--- src/rtl/mem_byte_seq_if.sv ---
// Byte-wide external memory bus between mem_byte_seq (master) and the memory (slave).
interface mem_byte_seq_if;
    logic [31:0] bus_addr;
    logic [7:0]  bus_wdata;
    logic [7:0]  bus_rdata;
    logic        bus_cs_n;
    logic        bus_we_n;
    logic        bus_ready;

    modport master (
        output bus_addr,
        output bus_wdata,
        output bus_cs_n,
        output bus_we_n,
        input  bus_rdata,
        input  bus_ready
    );

    modport slave (
        input  bus_addr,
        input  bus_wdata,
        input  bus_cs_n,
        input  bus_we_n,
        output bus_rdata,
        output bus_ready
    );
endinterface

--- src/rtl/mem_byte_seq.sv ---
// Sequences lb/lh/lw/lbu/lhu/sb/sh/sw into little-endian byte cycles on an 8-bit bus.
// Optional MEM_SEQ_TIMEOUT_EN aborts a byte that waits TIMEOUT cycles for bus_ready.
module mem_byte_seq #(
    parameter int TIMEOUT = 255,
    parameter int TO_W    = 8
) (
    input  logic           clk,
    input  logic           rst,
    input  logic [7:0]     mem_op,
    input  logic [31:0]    addr,
    input  logic [31:0]    wdata,
    output logic           stall,
    output logic           done,
    output logic           err,
    output logic [31:0]    rdata,
    mem_byte_seq_if.master bus
);

    typedef enum logic [1:0] {
        IDLE   = 2'd0,
        ACCESS = 2'd1,
        DONE   = 2'd2
    } state_t;

    state_t      state_q;
    state_t      state_d;

    logic [31:0] addr_q;
    logic [31:0] wdata_q;
    logic [31:0] load_buf_q;
    logic [1:0]  idx_q;
    logic [1:0]  last_q;
    logic        is_load_q;
    logic        is_signed_q;
    logic        err_q;

    logic [7:0]  op_n;
    logic        req;
    logic        one_hot;
    logic        dec_byte;
    logic        dec_half;
    logic        dec_word;
    logic        dec_load;
    logic        dec_signed;
    logic        dec_err;
    logic [1:0]  dec_last;

    logic [31:0] assembled;
    logic [31:0] extended;
    logic        timeout_hit;

    generate
        if (TIMEOUT < 1 || TIMEOUT >= (1 << TO_W)) begin : g_bad_timeout
            $error("mem_byte_seq: TIMEOUT must be in 1 .. 2**TO_W-1");
        end
    endgenerate

    // Bit order {lb,lh,lw,lbu,lhu,sb,sh,sw}, active low; anything but exactly one low bit is illegal.
    always_comb begin
        op_n       = ~mem_op;
        req        = (mem_op != 8'hFF);
        one_hot    = ((op_n & (op_n - 8'd1)) == 8'd0);
        dec_byte   = op_n[7] | op_n[4] | op_n[2];
        dec_half   = op_n[6] | op_n[3] | op_n[1];
        dec_word   = op_n[5] | op_n[0];
        dec_load   = |op_n[7:3];
        dec_signed = op_n[7] | op_n[6];
        dec_err    = !one_hot
                   | (dec_half & addr[0])
                   | (dec_word & (addr[1:0] != 2'b00));
        if (dec_word) begin
            dec_last = 2'd3;
        end else if (dec_half) begin
            dec_last = 2'd1;
        end else begin
            dec_last = 2'd0;
        end
        if (dec_byte && dec_half) begin
            dec_last = 2'd0;
        end
    end

    // The final byte lands in the same edge that loads rdata, so merge it in combinationally.
    always_comb begin
        assembled = load_buf_q;
        assembled[{idx_q, 3'b000} +: 8] = bus.bus_rdata;
        case (last_q)
            2'd0:    extended = is_signed_q ? {{24{assembled[7]}}, assembled[7:0]}
                                            : {24'd0, assembled[7:0]};
            2'd1:    extended = is_signed_q ? {{16{assembled[15]}}, assembled[15:0]}
                                            : {16'd0, assembled[15:0]};
            default: extended = assembled;
        endcase
    end

`ifdef MEM_SEQ_TIMEOUT_EN
    logic [TO_W-1:0] to_cnt_q;

    // Counts consecutive not-ready cycles on the current byte; any completed byte restarts it.
    always_ff @(posedge clk) begin
        if (rst || state_q != ACCESS || bus.bus_ready) begin
            to_cnt_q <= '0;
        end else begin
            to_cnt_q <= to_cnt_q + TO_W'(1);
        end
    end

    always_comb begin
        timeout_hit = (state_q == ACCESS) && !bus.bus_ready
                    && (to_cnt_q == TO_W'(TIMEOUT - 1));
    end
`else
    always_comb begin
        timeout_hit = 1'b0;
    end
`endif

    always_ff @(posedge clk) begin
        if (rst) begin
            state_q <= IDLE;
        end else begin
            state_q <= state_d;
        end
    end

    always_comb begin
        state_d           = state_q;
        stall             = 1'b0;
        bus.bus_cs_n      = 1'b1;
        bus.bus_we_n      = 1'b1;
        bus.bus_addr      = 32'd0;
        bus.bus_wdata     = 8'd0;
        case (state_q)
            IDLE: begin
                stall = req;
                if (req) begin
                    state_d = dec_err ? DONE : ACCESS;
                end
            end
            ACCESS: begin
                stall         = 1'b1;
                bus.bus_cs_n  = 1'b0;
                bus.bus_we_n  = is_load_q;
                bus.bus_addr  = addr_q + {30'd0, idx_q};
                if (!is_load_q) begin
                    bus.bus_wdata = wdata_q[{idx_q, 3'b000} +: 8];
                end
                if (bus.bus_ready && (idx_q == last_q)) begin
                    state_d = DONE;
                end else if (timeout_hit) begin
                    state_d = DONE;
                end
            end
            DONE: begin
                state_d = IDLE;
            end
            default: begin
                state_d = IDLE;
            end
        endcase
    end

    always_comb begin
        done = (state_q == DONE);
        err  = (state_q == DONE) && err_q;
    end

    // Request fields are captured only in IDLE, so upstream may change them once stalled.
    always_ff @(posedge clk) begin
        if (rst) begin
            addr_q      <= 32'd0;
            wdata_q     <= 32'd0;
            load_buf_q  <= 32'd0;
            idx_q       <= 2'd0;
            last_q      <= 2'd0;
            is_load_q   <= 1'b0;
            is_signed_q <= 1'b0;
            err_q       <= 1'b0;
            rdata       <= 32'd0;
        end else begin
            case (state_q)
                IDLE: begin
                    if (req) begin
                        addr_q      <= addr;
                        wdata_q     <= wdata;
                        is_load_q   <= dec_load;
                        is_signed_q <= dec_signed;
                        last_q      <= dec_last;
                        err_q       <= dec_err;
                        idx_q       <= 2'd0;
                    end
                end
                ACCESS: begin
                    if (bus.bus_ready) begin
                        if (is_load_q) begin
                            load_buf_q[{idx_q, 3'b000} +: 8] <= bus.bus_rdata;
                        end
                        if (idx_q == last_q) begin
                            if (is_load_q) begin
                                rdata <= extended;
                            end
                        end else begin
                            idx_q <= idx_q + 2'd1;
                        end
                    end else if (timeout_hit) begin
                        err_q <= 1'b1;
                    end
                end
                default: begin
                end
            endcase
        end
    end

endmodule

--- src/flat_wrapper.sv ---
// flat-port wrapper written by rule: the top's interface ports become plain ports
module mem_byte_seq_flat 
#(
    parameter int TIMEOUT = 255,
    parameter int TO_W    = 8
)
  (clk, rst, mem_op, addr, wdata, stall, done, err, rdata, bus_bus_addr, bus_bus_wdata, bus_bus_cs_n, bus_bus_we_n, bus_bus_rdata, bus_bus_ready);
  mem_byte_seq_if bus_i ();
  input  logic clk;
  input  logic rst;
  input  logic [7:0] mem_op;
  input  logic [31:0] addr;
  input  logic [31:0] wdata;
  output logic stall;
  output logic done;
  output logic err;
  output logic [31:0] rdata;
  output wire logic [$bits(bus_i.bus_addr)-1:0] bus_bus_addr;
  output wire logic [$bits(bus_i.bus_wdata)-1:0] bus_bus_wdata;
  output wire logic [$bits(bus_i.bus_cs_n)-1:0] bus_bus_cs_n;
  output wire logic [$bits(bus_i.bus_we_n)-1:0] bus_bus_we_n;
  input wire logic [$bits(bus_i.bus_rdata)-1:0] bus_bus_rdata;
  input wire logic [$bits(bus_i.bus_ready)-1:0] bus_bus_ready;
  assign bus_bus_addr = bus_i.bus_addr;
  assign bus_bus_wdata = bus_i.bus_wdata;
  assign bus_bus_cs_n = bus_i.bus_cs_n;
  assign bus_bus_we_n = bus_i.bus_we_n;
  assign bus_i.bus_rdata = bus_bus_rdata;
  assign bus_i.bus_ready = bus_bus_ready;
  mem_byte_seq #(.TIMEOUT(TIMEOUT), .TO_W(TO_W)) u_core (.clk(clk), .rst(rst), .mem_op(mem_op), .addr(addr), .wdata(wdata), .stall(stall), .done(done), .err(err), .rdata(rdata), .bus(bus_i));
endmodule
--- config.mk ---
export PLATFORM = sky130hd
export DESIGN_NAME = mem_byte_seq_flat
export DESIGN_NICKNAME = d
export VERILOG_FILES = /design/src/rtl/mem_byte_seq_if.sv /design/src/rtl/mem_byte_seq.sv /design/src/flat_wrapper.sv
export SDC_FILE = /design/constraint.sdc
export NUM_CORES = 1
export LEC_CHECK = 0
export CAP_MARGIN = 20
export CELL_PAD_IN_SITES_DETAIL_PLACEMENT = 2
export CELL_PAD_IN_SITES_GLOBAL_PLACEMENT = 2
export CORE_ASPECT_RATIO = 1.75
export CORE_UTILIZATION = 31
export CTS_BUF_LIST = sky130_fd_sc_hd__clkbuf_16
export DETAILED_ROUTE_END_ITERATION = 12
export GPL_ROUTABILITY_DRIVEN = 0
export GPL_TIMING_DRIVEN = 0
export PLACE_DENSITY_LB_ADDON = 0.3
export REMOVE_ABC_BUFFERS = 1
export SYNTH_ARGS = -nofsm -noshare
export SYNTH_HDL_FRONTEND = slang
export SYNTH_SLANG_ARGS = --single-unit
--- constraint.sdc ---
create_clock -name clk -period 4.1 [get_ports clk]
set_input_delay 0.615 -clock clk [delete_from_list [all_inputs] [get_ports clk]]
set_output_delay 0.615 -clock clk [all_outputs]
set_load 0.01 [all_outputs]
==> flow_metrics.env <==
export IMPL_drtIter0Drc=273
export IMPL_min_period_ns=3.93
export IMPL_grt_total_usage_pct=22.4
export IMPL_die_x_microns=113
export IMPL_status="completed"
export IMPL_startpoint="u_core.idx_q[1]"
export IMPL_max_slew_worst_pin_slew_ns=0.970
export IMPL_place_inst=1172
export IMPL_end_kind="primary output"
export IMPL_syn_inst=817
export IMPL_p_sw_mw=0.786
export IMPL_finClkSkew_ns=0.00579
export IMPL_ys_ff_latch=137
export IMPL_r2r_start="u_core.state_q[0]"
export IMPL_worstSetupStartpointType="flop"
export IMPL_ant_nets=0
export IMPL_fp_dieH_microns=196
export IMPL_ys_seq_area_share_pct=41.3
export IMPL_synth_area_leader_cell="dfxtp_1"
export IMPL_syn_avg_cell_area_sq_um=8.12
export IMPL_yosys_area_top_type_share_pct=41.3
export IMPL_synthDistinctLibCells=56
export IMPL_ys_warn_count=0
export IMPL_peakVddDrop_mv=0.283
export IMPL_diodes=0
export IMPL_portBuffers=159
export IMPL_h_tree_depth=4
export IMPL_worstPathRequired_ns=3.48
export IMPL_synth_ff_type="dfxtp_1"
export IMPL_p_int_mw=2.40
export IMPL_p_comb_share_pct=9.4
export IMPL_maxCapViolCount=0
export IMPL_rsz0062_at_grt="no"
export IMPL_min_from="u_core.wdata_q[21]"
export IMPL_grt_antenna_before_repair=0
export IMPL_grt_pass1_vias=7111
export IMPL_worst_slack_ns=0.167
export IMPL_drv_slew=0
export IMPL_placed_cell_area_sq_mm=0.00849
export IMPL_regArea_sq_mm=0.00275
export IMPL_multi_input_area_sq_mm=0.00364
export IMPL_synth_edff_count=0
export IMPL_initial_utilization_pct=31.7
export IMPL_nFillCells=2378
export IMPL_core_sq_mm=0.0209
export IMPL_utilization_pct=43.2
export IMPL_routedWlPerCell_microns=19.7
export IMPL_leakage_nw=3.04
export IMPL_crit_path_end="bus_bus_addr[26]"
export IMPL_vias_per_cell=5.40
export IMPL_synthMostInstantiatedCell="nand2_1"
export IMPL_cts_buffers=17
export IMPL_wirelength_mm=23.7
export IMPL_post_dp_hpwl_mm=16.3
export IMPL_report_final_setup_viol=0
export IMPL_clockRootBuffer="clkbuf_16"
export IMPL_p_seq_share_pct=45.0
export IMPL_power_mw=3.19
export IMPL_cp_max_fo=15
export IMPL_fin_cells=1205
export IMPL_min_path_type="flop to flop"
export IMPL_synth_common_cells="nand2_1, dfxtp_1, a21oi_1"
export IMPL_ff2ff_setup_slack_ns=1.19
export IMPL_syn_to_final_growth_pct=36.4
export IMPL_clock_power_share_pct=45.6
export IMPL_fin_nets=1030
export IMPL_regToRegEndpoint="u_core.rdata[18]"
export IMPL_layout_drive_gt1_share_pct=7.03
export IMPL_power_density_mw_per_mm2=352
export IMPL_r2r_cells=4
export IMPL_fp_row_count=70
export IMPL_place_ws_ns=-0.458
export IMPL_firstDrtPassIters=4
export IMPL_hold_buffers=0
export IMPL_clockBufferDepth=2
export IMPL_sw_frac_of_total_pct=24.7
export IMPL_async_flop_share_pct=0
export IMPL_grt_remaining_overflow=0
export IMPL_dieArea_sq_mm=0.0220
export IMPL_max_freq_ghz=0.254
export IMPL_period_share_pct=95.9
export IMPL_cts_tree="built"
export IMPL_critPathKind="flop to primary output"
export IMPL_drc=0
export IMPL_cts_clk_slew_worst_paths_ns=0.06
export IMPL_timing_final_hold_violations=0
export IMPL_critical_path_arrival_ns=3.32
export IMPL_clkSinkCount=137
export IMPL_worstSkewPairLatency_ns=0.43
export IMPL_vias=6503
export IMPL_syn_cell_area_sq_mm=0.00664
export IMPL_grt_max_degree=114
export IMPL_fin_area_sq_mm=0.00905
export IMPL_synth_area_leaders="dfxtp_1, nand2_1, a21oi_1, a211oi_1, nor2_1"
export IMPL_grt_pass1_wl_mm=38.1
export IMPL_slew_headroom_pct=34.4
export IMPL_ios=160
worst min path at each step:
stage                              end  slack [ns]  depth (start not counted)
floorplan           u_core.wdata_q[16]        0.43                          2
global placement    u_core.wdata_q[11]        0.44                          2
CTS                 u_core.wdata_q[28]        0.46                          2
detailed placement  u_core.wdata_q[28]        0.45                          2
global route        u_core.wdata_q[28]        0.47                          2
finish              u_core.wdata_q[21]        0.46                          2
registers in the layout, indices dropped and copies added (netlist names):
| name | flops |
|---|---|
| u_core.is_load_q | 1 |
| u_core.err_q | 1 |
| u_core.wdata_q | 32 |
| u_core.state_q | 2 |
| u_core.idx_q | 2 |
| u_core.addr_q | 32 |
| u_core.rdata | 32 |
| u_core.is_signed_q | 1 |
| u_core.last_q | 2 |
| u_core.load_buf_q | 32 |
what timing repair did:
| action | CTS | global route |
|---|---|---|
| setup buffers | 1 | 0 |
| gates cloned | 0 | 0 |
| resized for setup | 5 | 1 |
| endpoints found under the setup margin | 21 | 2 |
| pin swaps | 0 | 0 |
| hold endpoints to repair | 0 | 0 |
cell type report:
type	instances	area share, %
Timing Repair Buffer	169	19.5
Tap cell	252	3.48
Inverter	10	0.415
Clock inverter	15	1.30
Multi-Input combinational cell	605	40.2
Clock buffer	17	4.70
Sequential cell	137	30.4
power groups by stage:
stage                     logic [mW]  registers, mW  clock network [mW]
after global placement         0.292           1.46                   0
after floorplan                0.127           1.44                   0
after CTS                      0.305           1.43                1.49
after detailed placement       0.300           1.46                   0
final                          0.299           1.43                1.45
after global routing           0.328           1.44                1.54
critical path, cell delays in order, from the launching register on:
cell and delay [ns]:
dfxtp_4 0.51, fa_2 0.32, nand3_4 0.14, or4_4 0.64
or4_1 0.53, a21oi_1 0.18, clkdlybuf4s50_1 0.57
logic make-up (layout without fill, tap and decap cells):
| family | Yosys count | in the layout | synth area share (%) |
|---|---|---|---|
| muxes | 34 | 34 | 6.64 |
| DFF | 137 | 137 | 41.3 |
| and+or+nand+nor | 355 | 355 | 24.9 |
| AOI/OAI and AO/OA | 195 | 195 | 19.3 |
| adders and majority gates | 7 | 7 | 1.43 |
| buffers and inverters | 75 | 211 | 4.51 |
| xor gates and xnor gates | 14 | 14 | 1.85 |
per-layer routing:
layer  GRT usage, %  up-vias  wire (microns)
li1               -     3113               -
met1           24.0     3220            9250
met2           42.5      133           13100
met3           3.69       37             658
met4           9.68        0             760
met5              0        -               0
placed cells by master, fill, tap and decap left out, drive strengths merged, types with 9 or more instances in the layout:
cell type and count:
inv 12, dfxtp 137, nand3 15, o31ai 9, or4 9, a211oi 46, nor2 86, a21oi 91
buf 11, xnor2 11, nor2b 19, a22o 21, nor4 10, clkdlybuf4s50 158, mux2i 26, nand2 169
clkbuf 17, clkinv 11
stage by stage:
stage	hold WS, ns	TNS [ns]
floorplan	0.427	-86.17
global placement	0.441	-457.70
detailed placement	0.452	-1.89
CTS	0.460	0
global route	0.474	0
finish	0.459	0
Note: power is estimated with default switching activity, not from simulation.
